## src/rtl/crypto_pkg.sv

```systemverilog
// crypto_pkg: shared definitions for the crypto execute unit.
// Holds the 2-bit operation encodings, the FSM state type and the default
// datapath width.
package crypto_pkg;

    // Default operand/result width.
    localparam int CRYPTO_DATA_W = 8;

    // Decoded crypto operation, as delivered by the decode stage.
    typedef enum logic [1:0] {
        OP_XOR = 2'b00,
        OP_ADD = 2'b01,
        OP_ROL = 2'b10,
        OP_MIX = 2'b11
    } crypto_op_e;

    // Execute-unit control states.
    typedef enum logic [1:0] {
        IDLE = 2'b00,
        RUN  = 2'b01,
        DONE = 2'b10
    } crypto_state_e;

endpackage : crypto_pkg

```

## src/rtl/crypto_step.sv

```systemverilog
// crypto_step: purely combinational single-step datapath.
// Given the operation and the current working values x and k, it produces
// the values after one step. XOR/ADD/ROL leave k unchanged, and MIX rotates
// it by one bit.
module crypto_step
    import crypto_pkg::*;
#(
    parameter int DATA_W = CRYPTO_DATA_W
) (
    input  crypto_op_e        op,
    input  logic [DATA_W-1:0] x,
    input  logic [DATA_W-1:0] k,
    output logic [DATA_W-1:0] x_nxt,
    output logic [DATA_W-1:0] k_nxt
);

    logic [DATA_W-1:0] t;

    // One step of the selected operation; all sums wrap modulo 2^DATA_W.
    always_comb begin
        // NOTE: every output of a combinational block gets a default first,
        // so no path through the case can leave it unassigned (no latch).
        x_nxt = x;
        k_nxt = k;
        t     = x ^ k;
        unique case (op)
            OP_XOR: x_nxt = x ^ k;
            OP_ADD: x_nxt = x + k;
            OP_ROL: x_nxt = {x[DATA_W-2:0], x[DATA_W-1]};
            OP_MIX: begin
                x_nxt = {t[DATA_W-2:0], t[DATA_W-1]} + k;
                k_nxt = {k[DATA_W-2:0], k[DATA_W-1]};
            end
        endcase
    end

endmodule : crypto_step

```

## src/rtl/crypto_exec_unit.sv

```systemverilog
// crypto_exec_unit: multi-cycle crypto execute stage with start/busy/done.
// An accepted start latches the operands and a step count. The unit then runs
// one crypto_step per cycle and presents a registered result together with a
// one-cycle done pulse.
// Optional feature: define CRYPTO_EXEC_PARITY_EN to add result_parity (^result).
module crypto_exec_unit
    import crypto_pkg::*;
#(
    parameter int DATA_W = CRYPTO_DATA_W,
    parameter int ROUNDS = 4
) (
    input  logic              clk,
    input  logic              reset,
    input  logic              start,
    input  logic [1:0]        op,
    input  logic [DATA_W-1:0] data_in,
    input  logic [DATA_W-1:0] key_in,
    output logic              busy,
    output logic              done,
    output logic [DATA_W-1:0] result
`ifdef CRYPTO_EXEC_PARITY_EN
    ,
    output logic              result_parity
`endif
);

    localparam int LOG2W = $clog2(DATA_W);
    // The largest step count is either a full rotate or the MIX round count.
    localparam int S_MAX = (ROUNDS > DATA_W) ? ROUNDS : DATA_W;
    localparam int CNT_W = $clog2(S_MAX + 1);

    crypto_state_e     state, state_nxt;
    crypto_op_e        op_q, op_d;
    logic [DATA_W-1:0] x_q, x_d, k_q, k_d;
    logic [DATA_W-1:0] x_step, k_step;
    logic [DATA_W-1:0] res_d;
    logic [CNT_W-1:0]  cnt_q, cnt_d;
    logic [CNT_W-1:0]  s_load;

    crypto_step #(
        .DATA_W (DATA_W)
    ) u_step (
        .op    (op_q),
        .x     (x_q),
        .k     (k_q),
        .x_nxt (x_step),
        .k_nxt (k_step)
    );

    // Step count implied by the incoming operation; ROL uses the key's count field.
    always_comb begin
        s_load = CNT_W'(1);
        case (crypto_op_e'(op))
            OP_XOR:  s_load = CNT_W'(1);
            OP_ADD:  s_load = CNT_W'(1);
            OP_ROL:  s_load = CNT_W'(key_in[LOG2W-1:0]);
            OP_MIX:  s_load = CNT_W'(ROUNDS);
            default: s_load = CNT_W'(1);
        endcase
    end

    // Next-state logic plus next values of the operand, counter and result registers.
    always_comb begin
        state_nxt = state;
        op_d      = op_q;
        x_d       = x_q;
        k_d       = k_q;
        cnt_d     = cnt_q;
        res_d     = result;
        case (state)
            IDLE: begin
                if (start) begin
                    op_d  = crypto_op_e'(op);
                    x_d   = data_in;
                    k_d   = key_in;
                    cnt_d = s_load;
                    if (s_load == '0) begin
                        // Zero-length rotate: nothing to do, x is already final.
                        state_nxt = DONE;
                        res_d     = data_in;
                    end else begin
                        state_nxt = RUN;
                    end
                end
            end
            RUN: begin
                x_d   = x_step;
                k_d   = k_step;
                cnt_d = cnt_q - CNT_W'(1);
                if (cnt_q == CNT_W'(1)) begin
                    state_nxt = DONE;
                    res_d     = x_step;
                end
            end
            DONE: begin
                // Always return to IDLE; a start seen here is dropped, not queued.
                state_nxt = IDLE;
            end
            default: state_nxt = IDLE;
        endcase
    end

    // FSM state register.
    always_ff @(posedge clk or negedge reset) begin
        if (!reset) begin
            // NOTE: sequential state uses non-blocking assignments so every
            // register samples the pre-edge values of the others.
            state <= IDLE;
        end else begin
            state <= state_nxt;
        end
    end

    // Working registers, counter, result and registered handshake outputs.
    always_ff @(posedge clk or negedge reset) begin
        if (!reset) begin
            op_q   <= OP_XOR;
            x_q    <= '0;
            k_q    <= '0;
            cnt_q  <= '0;
            result <= '0;
            busy   <= 1'b0;
            done   <= 1'b0;
        end else begin
            op_q   <= op_d;
            x_q    <= x_d;
            k_q    <= k_d;
            cnt_q  <= cnt_d;
            result <= res_d;
            busy   <= (state_nxt != IDLE);
            done   <= (state_nxt == DONE);
        end
    end

`ifdef CRYPTO_EXEC_PARITY_EN
    // Parity flop loads alongside result, so the two always stay consistent.
    always_ff @(posedge clk or negedge reset) begin
        if (!reset) begin
            result_parity <= 1'b0;
        end else begin
            result_parity <= ^res_d;
        end
    end
`endif

endmodule : crypto_exec_unit

```

## config.mk

```make
export PLATFORM = sky130hd
export DESIGN_NAME = crypto_exec_unit
export DESIGN_NICKNAME = d
export VERILOG_FILES = /design/src/rtl/crypto_pkg.sv /design/src/rtl/crypto_step.sv /design/src/rtl/crypto_exec_unit.sv
export SDC_FILE = /design/constraint.sdc
export NUM_CORES = 1
export LEC_CHECK = 0
export ABC_AREA = 0
export CAP_MARGIN = 10
export CORE_UTILIZATION = 59
export DETAILED_ROUTE_END_ITERATION = 10
export GPL_ROUTABILITY_DRIVEN = 0
export PLACE_DENSITY = 0.85
export REMOVE_ABC_BUFFERS = 1
export SLEW_MARGIN = 15
export SYNTH_ARGS = -nofsm -noshare
export SYNTH_HDL_FRONTEND = slang
export SYNTH_HIERARCHICAL = 1
export SYNTH_SLANG_ARGS = --single-unit
export TNS_END_PERCENT = 100
```

## constraint.sdc

```tcl
create_clock -name clk -period 4.13 [get_ports clk]
set_input_delay 0.6195 -clock clk [delete_from_list [all_inputs] [get_ports clk]]
set_output_delay 0.6195 -clock clk [all_outputs]
set_load 0.05 [all_outputs]
```

==> impl_metrics.tcl <==
set metrics [dict create \
    ys_top_cells_by_area "dfrtp_1, mux2i_1, nand2_1" \
    tritoncts "done" \
    tightest_slew_ns 0.950 \
    finalSetupViolCount 0 \
    final.setup.tns_ns 0 \
    cp-end-kind "register" \
    numCtsBuffers 5 \
    ctsResizeCount 0 \
    cts_setup_buffers 0 \
    drt_wl_total_um 4710 \
    worstPathRequired_ns 4.27 \
    drv_cap 0 \
    viasPerCell 5.62 \
    die_w_um 63.9 \
    track_usage 0.272 \
    regArea_um2 851 \
    synth_seq_cells 34 \
    clock-sinks 34 \
    syn_inst 240 \
    synth.distinct_cells 40 \
    slowest_stage "dfrtp_1" \
    mostFrequentLayoutCell "nand2_1" \
    min_path_cells 2 \
    clock_path_buffers 2 \
    crit_path_start_kind "register" \
    yosysWarnings 6 \
    rsz0062_at_grt "no" \
    drtIter0Drc 101 \
    die_h_um 63.9 \
    antenna_cells 0 \
    multi_input_comb_area_um2 1270 \
    grt_overflow 0 \
    status "complete, no violations" \
    synth_seq_area_share 0.377 \
    drive_gt1_frac 0.0892 \
    cp_slowest_stage_delay_ns 0.58 \
    slew_headroom 0.365 \
    antenna_found_initial 0 \
    fmax_mhz 303 \
    grt_max_degree 35 \
    clk_root_buffer_cell "clkbuf_8" \
    critPathMaxFanout 22 \
    synth_top_area_frac 0.377 \
    hold_class "reg2reg" \
    mostFrequentLayoutCells "nand2_1, dfrtp_1, clkdlybuf4s50_1, mux2i_1, nor2_1" \
    die_area_um2 4080 \
    cp.arrival_ns 3.44 \
    drt_pass1_iterations 6 \
    critPathBufInv 0 \
    syn_area_um2 2260 \
    rows 22 \
    cp.depth 12 \
    clk_latency_ns 0.29 \
    fillers 282 \
    syn2layout_area_growth_pct 17.3 \
    ant_nets 0 \
    rr_worst_depth 12 \
    core_area_um2 3660 \
    dr_total_vias 1781 \
    finalHoldViolCount 0 \
    wl_per_cell_um 14.9 \
    cts_max_level 2 \
    postSynthAreaPerCell_um2 9.42 \
    period_share 0.799 \
    grt_pass1_wl_um 8310 \
    fin_nets 300 \
    drc 0 \
    yosysTopAreaCell "dfrtp_1" \
    dp_hpwl_um 3390 \
    io_buffers 30 \
    crit_family "compound AO/OA/AOI/OAI gates" \
    start_util 0.617 \
    maxSlewViolCount 0 \
    grt_pass1_vias 1746 \
    regToRegSetupSlack_ns 0.83 \
    path_cells "nand2_1 > nand2_1 > o21ai_0 > ha_1 > fa_1 > a21o_1 > a21oi_1 > o211ai_1 > xnor2_1 > o21ai_0 > mux2i_1 > mux2i_1" \
    top_level_ports 31 \
    critPathKind "reg2reg" \
    fin_crit_ns 3.30 \
    clk_pin_slew_worst_paths_ns 0.07 \
    cts.hold.buffers_added 0 \
    finalClockSkew_ns 0.00727 \
]
per-stage QoR:
| step | util | setup WS [ns] | instance area, um2 | std cells | hold slack [ns] |
|---|---|---|---|---|---|
| detailed placement | 0.699 | 0.953 | 2560 | 309 | 0.496 |
| global route | 0.724 | 0.522 | 2650 | 317 | 0.544 |
| CTS | 0.724 | 0.894 | 2650 | 317 | 0.508 |
| floorplan | - | 1.28 | 2180 | 229 | 0.324 |
| global placement | 0.699 | 1.02 | 2560 | 309 | 0.486 |
| finish | 0.724 | 0.828 | 2650 | 317 | 0.507 |
flip-flops by register name (all words and copies together) (netlist names):
name / flops
state: 2
x_q: 8
cnt_q: 4
busy: 1
op_q: 2
result: 8
k_q: 8
done: 1
routing by layer:
layer  routed length (um)  track usage  up-vias
met5                    0            0        -
met4                   63        0.139        0
met3                  228       0.0589        4
met2                 2270        0.418       46
met1                 2150        0.359      840
li1                     -            -      891
kinds of logic (layout without fill, tap and decap cells):
logic type | after synthesis | count (layout) | share of synthesized area
XOR/XNOR | 15 | 15 | 0.0581
buffers and inverters | 27 | 56 | 0.0626
multiplexers | 27 | 27 | 0.125
adder cells (fa/ha/maj) | 11 | 11 | 0.0642
flip-flops | 34 | 34 | 0.377
AO/OA/AOI/OAI | 56 | 56 | 0.166
AND/OR/NAND/NOR | 70 | 70 | 0.148
Yosys cell counts, drive strengths merged:
library cell,n
nand2,37
dfrtp,34
mux2i,18
nor2,17
inv,16
a21oi,13
o21ai,12
xnor2,11
ha,10
a21o,9
buf,9
mux2,9
a31oi,6
nand2b,5
o211a,4
xor2,4
a22oi,3
nand3,3
a211oi,2
a221o,2
clkbuf,2
nor3b,2
o211ai,2
a31o,1
and4,1
fa,1
nand3b,1
nor2b,1
nor4,1
o221ai,1
o22ai,1
or3b,1
or4,1
worst reg2reg max path: stages (launching register included):
cell,delay [ns]
dfrtp_1,0.58
nand2_1,0.53
nand2_1,0.20
o21ai_0,0.11
ha_1,0.24
fa_1,0.41
a21o_1,0.18
a21oi_1,0.24
o211ai_1,0.16
xnor2_1,0.14
o21ai_0,0.09
mux2i_1,0.19
mux2i_1,0.10
final timing paths:
| path | start | endpoint |
|---|---|---|
| min | cnt_q[1] | cnt_q[1] |
| min reg2reg | cnt_q[1] | cnt_q[1] |
| min in group asynchronous | reset | x_q[5] |
| max | op_q[0] | result[6] |
| max reg2reg | op_q[0] | result[6] |
| max in group asynchronous | reset | cnt_q[0] |
cell type report:
type | instances | share of cell area
Tap cell | 48 | 0.0227
Timing Repair Buffer | 32 | 0.119
Inverter | 16 | 0.0246
Multi-Input combinational cell | 179 | 0.478
Clock buffer | 7 | 0.0326
Sequential cell | 34 | 0.321
Clock inverter | 1 | 0.00189
Power is not shown: default switching activity piles up to over one toggle a cycle in this logic, so the estimate is an artifact.
